$ cat src/rtl/ast_packet_arbiter.sv
// Packet-atomic round-robin merge of N_SRC Avalon-ST sources onto one registered sink; 2-cycle first-beat latency.
// A stalled output holds every src_* field stable; one IDLE bubble separates packets.
module ast_packet_arbiter #(
  parameter int N_SRC     = 4,
  parameter int DATA_W    = 64,
  parameter int EMPTY_W   = 3,
  parameter int CHANNEL_W = 4
) (
  input  logic                          clk,
  input  logic                          arst_n,
  input  logic [N_SRC*DATA_W-1:0]       snk_data,
  input  logic [N_SRC-1:0]              snk_sop,
  input  logic [N_SRC-1:0]              snk_eop,
  input  logic [N_SRC-1:0]              snk_valid,
  input  logic [N_SRC*EMPTY_W-1:0]      snk_empty,
  input  logic [N_SRC*CHANNEL_W-1:0]    snk_channel,
  output logic [N_SRC-1:0]              snk_ready,
  output logic [DATA_W-1:0]             src_data,
  output logic                          src_sop,
  output logic                          src_eop,
  output logic                          src_valid,
  output logic [EMPTY_W-1:0]            src_empty,
  output logic [CHANNEL_W-1:0]          src_channel,
  input  logic                          src_ready,
  output logic [$clog2(N_SRC)-1:0]      grant_idx,
  output logic                          busy
);

  localparam int GW = $clog2(N_SRC);

  typedef enum logic {S_IDLE, S_XFER} state_t;

  state_t              r_state;
  logic [GW-1:0]       r_last;

  logic                w_any;
  logic [GW-1:0]       w_pick;
  logic                w_rdy_g;
  logic                w_vld_g;
  logic                w_acc;
  logic [DATA_W-1:0]   w_dat;
  logic                w_sop;
  logic                w_eop;
  logic [EMPTY_W-1:0]  w_emp;
  logic [CHANNEL_W-1:0] w_ch;

  function automatic int wrap_idx(input int a);
    return (a >= N_SRC) ? a - N_SRC : a;
  endfunction

  // Scan downward so the requester closest after r_last is the final (winning) assignment.
  always_comb begin
    w_any  = 1'b0;
    w_pick = '0;
    for (int k = N_SRC; k >= 1; k--) begin
      if (snk_valid[wrap_idx(int'(r_last) + k)]) begin
        w_any  = 1'b1;
        w_pick = GW'(wrap_idx(int'(r_last) + k));
      end
    end
  end

  always_comb begin
    w_dat   = snk_data[int'(grant_idx)*DATA_W +: DATA_W];
    w_emp   = snk_empty[int'(grant_idx)*EMPTY_W +: EMPTY_W];
    w_ch    = snk_channel[int'(grant_idx)*CHANNEL_W +: CHANNEL_W];
    w_sop   = snk_sop[grant_idx];
    w_eop   = snk_eop[grant_idx];
    w_vld_g = snk_valid[grant_idx];
    w_rdy_g = src_ready | ~src_valid;
    w_acc   = (r_state == S_XFER) & w_vld_g & w_rdy_g;
  end

  always_comb begin
    snk_ready = '0;
    if (r_state == S_XFER) snk_ready[grant_idx] = w_rdy_g;
  end

  always_ff @(posedge clk or negedge arst_n) begin
    if (!arst_n) begin
      r_state     <= S_IDLE;
      r_last      <= GW'(N_SRC - 1);
      grant_idx   <= '0;
      busy        <= 1'b0;
      src_data    <= '0;
      src_sop     <= 1'b0;
      src_eop     <= 1'b0;
      src_valid   <= 1'b0;
      src_empty   <= '0;
      src_channel <= '0;
    end else begin
      case (r_state)
        S_IDLE: begin
          if (w_any) begin
            grant_idx <= w_pick;
            busy      <= 1'b1;
            r_state   <= S_XFER;
          end
        end
        S_XFER: begin
          // Only eop ends a grant; a valid drop mid-packet just waits.
          if (w_acc && w_eop) begin
            r_last  <= grant_idx;
            busy    <= 1'b0;
            r_state <= S_IDLE;
          end
        end
        default: r_state <= S_IDLE;
      endcase

      if (w_rdy_g) begin
        if (w_acc) begin
          src_data    <= w_dat;
          src_sop     <= w_sop;
          src_eop     <= w_eop;
          src_empty   <= w_emp;
          src_channel <= w_ch;
          src_valid   <= 1'b1;
        end else begin
          src_valid   <= 1'b0;
        end
      end
    end
  end

endmodule

$ cat config.mk
export PLATFORM = sky130hd
export DESIGN_NAME = ast_packet_arbiter
export DESIGN_NICKNAME = d
export VERILOG_FILES = /design/src/rtl/ast_packet_arbiter.sv
export SDC_FILE = /design/constraint.sdc
export NUM_CORES = 1
export LEC_CHECK = 0
export BUFFER_PORTS_ARGS = -buffer_cell sky130_fd_sc_hd__buf_2
export CORE_AREA = 2 2 147 149
export CTS_CLUSTER_DIAMETER = 80
export DETAILED_ROUTE_END_ITERATION = 10
export DIE_AREA = 0 0 149 151
export PLACE_DENSITY_LB_ADDON = 0.2
export SLEW_MARGIN = 40
export SYNTH_ARGS = -nofsm -noshare
export SYNTH_HDL_FRONTEND = slang
export SYNTH_SLANG_ARGS = --single-unit
$ cat constraint.sdc
create_clock -name clk -period 2.1 [get_ports clk]
set_input_delay 0.105 -clock clk [delete_from_list [all_inputs] [get_ports clk]]
set_output_delay 0.105 -clock clk [all_outputs]
set_load 0.05 [all_outputs]
==> impl_metrics.csv, run 1 <==
group,metric,value,unit
floorplan,die_y,151,µm
drt,drtIter0Drc,120,
power_and_ir_drop,vdd_drop_max,705,µV
clock_tree,clk-insertion-delay-late,0.34,ns
clock_tree,htree_levels,3,
timing,finalClockSkew,0.00968,ns
floorplan,design.core.area,0.0208,mm²
timing,worst-slew-pin-transition,0.534,ns
final_layout,final_nets,959,
timing,setup_tns,0,ns
clock_tree,cts-buffers-inserted,9,
worst_setup_path,critPathCaptureType,"flip-flop",
synthesis,ys_ff_latch,80,
timing,relSlewSlack,64.4,%
synthesis,avgSynthCellArea,17.0,µm²
synthesis,synthFlopType,"dfrtp_1",
worst_hold_path,holdCritPathClass,"input port to flip-flop",
timing,final_max_slew_viol_count,0,
clock_tree,cts_resized,0,
power_and_ir_drop,total_power,0.0126,W
synthesis,synthCells,286,
final_layout,nFillCells,2112,
timing,fmax,518,MHz
global_routing,grt_pass1_vias,4656,
drt,routed_wire_length_per_instance,17.5,µm
status,status,"completed",
synthesis,synth_most_common_cell,"dfrtp_1",
clock_tree,cts_tree,"yes",
worst_setup_path,cp.required,2.32,ns
timing,hold_violations,0,
synthesis,synthesis.area,0.00487,mm²
final_layout,multiInputGateArea,0.00269,mm²
placed_design,portBuffers,379,
floorplan,die_x,149,µm
synthesis,yosys.area.top_type_share,40.1,%
floorplan,die_area,0.0225,mm²
timing,period_minus_slack,1.93,ns
clock_tree,post_cts_buffers,0,
synthesis,ys_warn_count,0,
drt,drc,0,
global_routing,grt_pass1_wl,24500,µm
synthesis,synth_area_leaders,"dfrtp_1 40%, mux4_2 34%, mux2_2 16%, buf_6 2.1%, mux2_1 1.2%",
clock_tree,clock_path_buffers,2,
drt,viasPerCell,4.53,
power_and_ir_drop,p_per_area,1700,mW/mm²
floorplan,io_pins,380,
drt,postRouteAntennaNets,0,
floorplan,initial_core_util,23.4,%
synthesis,ys_top_cells_by_count,"78 x dfrtp_1, 74 x mux4_2, 69 x mux2_2",
worst_setup_path,worstPathMaxFanout,45,
worst_setup_path,start_kind,"flip-flop",
synthesis,async_flop_share,100,%
synthesis,synth.yosys.seq_area_share,41.2,%
floorplan,num_rows,53,
flow_run,maxCapViolCount,0,
placed_design,gp_congestion,0.752,
drt,vias,4265,
final_layout,register_area,0.00201,mm²
synthesis,syn-num-nets,585,
global_routing,grt_max_degree,62,
clock_tree,root_buffer,"clkbuf_16",
final_layout,syn_to_final_growth,51.7,%
timing,period_share,92.0,%
placed_design,dp_hpwl,13600,µm
worst_setup_path,arrival,2.15,ns
power_and_ir_drop,p_leak,3.50,nW
worst_setup_path,criticalPathCategory,"flip-flop to flip-flop",
synthesis,synth_top_area_cell,"dfrtp_1",
clock_tree,clk_pin_slew,0.06,ns
final_layout,drive_gt1_share,83.0,%
drt,firstDrtPassIters,4,
global_routing,overflow,0,
synthesis,synth_edf_count,0,
drt,drt-total-wl,16500,µm
clock_tree,cts_hold_buf,1,
timing,rsz0062_at_grt,"false",
global_routing,grt.total_usage,14.2,%
synthesis,ys_types,26,
clock_tree,clock-sinks,80,
global_routing,antenna_found_initial,1,
timing,setup_violations,0,
[layout make-up]
cell class                      count  share of cell area [%]
Inverter                            2                   0.102
Timing Repair Buffer              388                    27.7
Sequential cell                    80                    27.2
Tap cell                          275                    4.66
Clock buffer                       12                    3.47
Antenna cell                        2                  0.0677
Multi-Input combinational cell    179                    36.4
Clock inverter                      4                   0.389
[worst max-delay path, stage by stage (launching register included)]
cell	delay [ns]
dfrtp_4	0.45
mux4_2	0.57
nand3_4	0.14
buf_12	0.26
mux2_2	0.37
[where the power goes]
part           total, W  internal, W  switching [W]  leakage (nW)
Combinational   0.00826      0.00327        0.00499          2.44
Clock           0.00151     0.000868       0.000643         0.135
Sequential      0.00282      0.00240       0.000420         0.932
Total            0.0126      0.00654        0.00605          3.50
[placed cells by master, fill, tap and decap left out, types with 2 or more instances in the layout]
master	instances
clkinvlp_4	2
nor3_2	2
buf_4	3
a21oi_1	3
buf_12	6
dfrtp_4	2
nand2b_1	4
dfrtp_1	76
nand2_1	6
o21ai_0	2
buf_2	378
clkbuf_8	2
dfstp_2	2
clkbuf_16	9
inv_1	2
diode_2	2
mux2_1	5
mux2_2	69
mux4_2	74
a21o_1	2
nor2_1	4
[sequential cells by signal, indices dropped and copies added, names as in the netlist, 2 cells and up]
name and cells:
grant_idx 2, src_empty 3, src_data 64, src_channel 4, r_last 2
[kinds of logic (layout without fill, tap and decap cells)]
logic type	Yosys count	count (layout)	synth area share, %
buf+inv	27	406	3.80
mux	149	149	51.5
simple gates	20	20	2.21
flops	80	80	41.2
other cells	0	2	0
compound gates	10	10	1.31
[through the flow]
stage	util [%]	instances	worst slack (ns)	area [µm²]	hold slack [ns]
6_report	35.5	942	0.169	7390	0.197
5_1_grt	35.5	940	0.0922	7380	0.198
4_1_cts	35.5	940	0.149	7380	0.182
3_5_place_dp	34.0	923	0.158	7090	0.124
3_3_place_gp	34.0	923	0.189	7090	0.114
2_1_floorplan	-	286	-0.132	4880	-0.191
[layer usage]
layer / part of all wire (%) / GRT usage [%]
met5: 0 / 0
met4: 1.2 / 4.19
met3: 8.7 / 3.95
met2: 55 / 27.0
met1: 35 / 15.3
[final timing paths]
path | start | depth (start not counted) | end | slack (ns)
setup reg to reg | grant_idx[0] | 4 | src_data[46] | 0.17
min in group asynchronous | arst_n | 2 | src_channel[2] | 0.28
setup / recovery | grant_idx[0] | 4 | src_data[46] | 0.17
max in group asynchronous | arst_n | 3 | src_data[27] | 1.20
hold reg to reg | busy | 1 | busy | 0.49
hold / removal | snk_data[152] | 3 | src_data[24] | 0.20
No activity file was read; power rests on OpenSTA's default activity.
==> run 2, diff against run 1 <==
--- a/config.mk
+++ b/config.mk
@@ -11,6 +11,7 @@
 export DETAILED_ROUTE_END_ITERATION = 10
 export DIE_AREA = 0 0 149 151
 export PLACE_DENSITY_LB_ADDON = 0.2
+export SETUP_SLACK_MARGIN = 0.3
 export SLEW_MARGIN = 40
 export SYNTH_ARGS = -nofsm -noshare
 export SYNTH_HDL_FRONTEND = slang
==> impl_metrics.csv, run 2 (synthesized netlist as in run 1, its figures left out) <==
group,metric,value,unit
final_layout,final_cell_mix,"376 x buf_2, 76 x dfrtp_1, 74 x mux4_2",
worst_setup_path,arrival,2.12,ns
global_routing,grt_max_degree,45,
floorplan,design.core.area,0.0208,mm²
global_routing,grt_pass1_wl,25100,µm
drt,viasPerCell,4.72,
timing,setup_violations,0,
floorplan,die_area,0.0225,mm²
timing,hold_violations,0,
status,status,"completed",
drt,routed_wire_length_per_instance,20.2,µm
worst_setup_path,critPathCaptureType,"flip-flop",
clock_tree,clk_pin_slew,0.06,ns
timing,period_minus_slack,1.90,ns
global_routing,grt_pass1_vias,4836,
clock_tree,cts-buffers-inserted,9,
drt,drt-total-wl,19600,µm
placed_design,dp_hpwl,13100,µm
final_layout,antenna_cells,0,
power_and_ir_drop,p_per_area,1860,mW/mm²
global_routing,use_met3,3.70,%
final_layout,register_area,0.00201,mm²
worst_setup_path,criticalPathCategory,"flip-flop to flip-flop",
timing,final_max_slew_viol_count,0,
clock_tree,htree_levels,3,
clock_tree,clock_path_buffers,2,
final_layout,fin_util,40.0,%
floorplan,io_pins,380,
final_layout,stdcell_area,0.00833,mm²
timing,worst-slew-pin-transition,0.583,ns
worst_setup_path,r2r-end,"src_data[1]",
worst_setup_path,r2r_start,"grant_idx[0]",
floorplan,initial_core_util,23.4,%
global_routing,overflow,0,
global_routing,grt.total_usage,14.6,%
worst_setup_path,regToRegSetupSlack,0.20,ns
timing,period_share,90.4,%
placed_design,portBuffers,379,
drt,vias,4583,
power_and_ir_drop,p_leak,4.18,nW
drt,firstDrtPassIters,4,
global_routing,gr-max-usage-layer,"met2",
timing,setup_tns,0,ns
final_layout,final_nets,992,
floorplan,die_x,149,µm
placed_design,postPlaceCellArea,0.00710,mm²
worst_hold_path,hold_depth,3,
global_routing,grt_use_met1,16.2,%
floorplan,num_rows,53,
final_layout,multiInputGateArea,0.00296,mm²
floorplan,die_y,151,µm
power_and_ir_drop,vdd_drop_max,951,µV
placed_design,gp_congestion,0.801,
worst_hold_path,whs_endpoint,"src_valid",
global_routing,gr-usage-met2,27.4,%
worst_setup_path,cp.required,2.32,ns
final_layout,syn_to_final_growth,71.1,%
power_and_ir_drop,total_power,0.0155,W
timing,rsz0062_at_grt,"true",
worst_setup_path,start_kind,"flip-flop",
final_layout,regMostFlops,"src_data",
final_layout,nFillCells,2000,
drt,drc,0,
final_layout,largest_register_ffs,64,
final_layout,final_common_cell,"buf_2",
worst_setup_path,worstPathMaxFanout,4,
worst_setup_path,reg2regPathDepth,5,
flow_run,maxCapViolCount,0,
timing,fmax,527,MHz
clock_tree,clock-sinks,80,
worst_hold_path,holdCritPathClass,"input port to flip-flop",
timing,relSlewSlack,61.1,%
clock_tree,cts_tree,"yes",
timing,finalClockSkew,0.00709,ns
global_routing,antenna_found_initial,0,
final_layout,top_regs,"src_data (64), src_channel (4), src_empty (3)",
clock_tree,root_buffer,"clkbuf_16",
final_layout,drive_gt1_share,84.6,%
drt,postRouteAntennaNets,0,
worst_hold_path,holdCritStartpoint,"src_ready",
drt,drtIter0Drc,223,
clock_tree,clk-insertion-delay-late,0.34,ns
-- run 2: changes by cell type in the layout (fill, tap and decap cells not counted), moves of 3 or more --
cell,before,now
buf_4,3,13
buf_8,0,4
mux2_2,69,5
bufinv_16,0,3
buf_16,0,5
mux2_1,5,1
mux2_4,0,68
buf_6,0,4
clkbuf_16,9,20
-- run 2: worst max-delay path by stage --
stage / end / slack, ns / cells after the start / start
2_1_floorplan: src_channel[3] / 0.09 / 5 / grant_idx[0]
3_3_place_gp: src_data[29] / 0.24 / 4 / grant_idx[0]
3_5_place_dp: src_data[28] / 0.21 / 4 / grant_idx[0]
4_1_cts: src_data[7] / 0.20 / 5 / grant_idx[0]
5_1_grt: src_data[1] / 0.17 / 5 / grant_idx[0]
6_report: src_data[1] / 0.20 / 5 / grant_idx[0]
-- run 2: critical path, stage by stage, from the launching register on --
cell and delay [ns]:
dfrtp_4 0.44, mux4_2 0.55, nand3_4 0.17, buf_8 0.15
clkbuf_16 0.15, mux2_1 0.32
-- run 2: where the power goes --
part	switching [W]	internal, W	total (W)
Sequential	0.000491	0.00240	0.00289
Combinational	0.00577	0.00502	0.0108
Clock	0.000618	0.00122	0.00184
Total	0.00688	0.00864	0.0155
-- run 2: area by class of cell --
cell class / instances / share of cell area, %
Sequential cell: 80 / 24.1
Multi-Input combinational cell: 179 / 35.6
Clock inverter: 3 / 1.08
Inverter: 2 / 0.0901
Tap cell: 275 / 4.13
Timing Repair Buffer: 421 / 31.9
Clock buffer: 12 / 3.08
-- run 2: layer usage --
metal	part of all wire, %	wire length, µm	vias to the layer above
li1	-	-	1985
met1	38	7410	2337
met2	53	10400	243
met3	7.1	1390	18
met4	1.9	368	0
met5	0	0	-
-- run 2: through the flow --
step                worst slack [ns]  std cells  hold WS (ns)
finish                         0.201        972         0.208
CTS                            0.204        948         0.186
detailed placement             0.206        922         0.136
global route                   0.170        972         0.204
floorplan                     0.0936        286        -0.191
global placement               0.244        922         0.123
-- run 2: repair_timing --
item,in CTS,in global routing
resized for setup,4,80
hold buffers,1,0
gates cloned,4,15
endpoints found under the setup margin,80,81
setup buffers,6,9
endpoints found under the hold margin,39,0
pin swaps,0,1
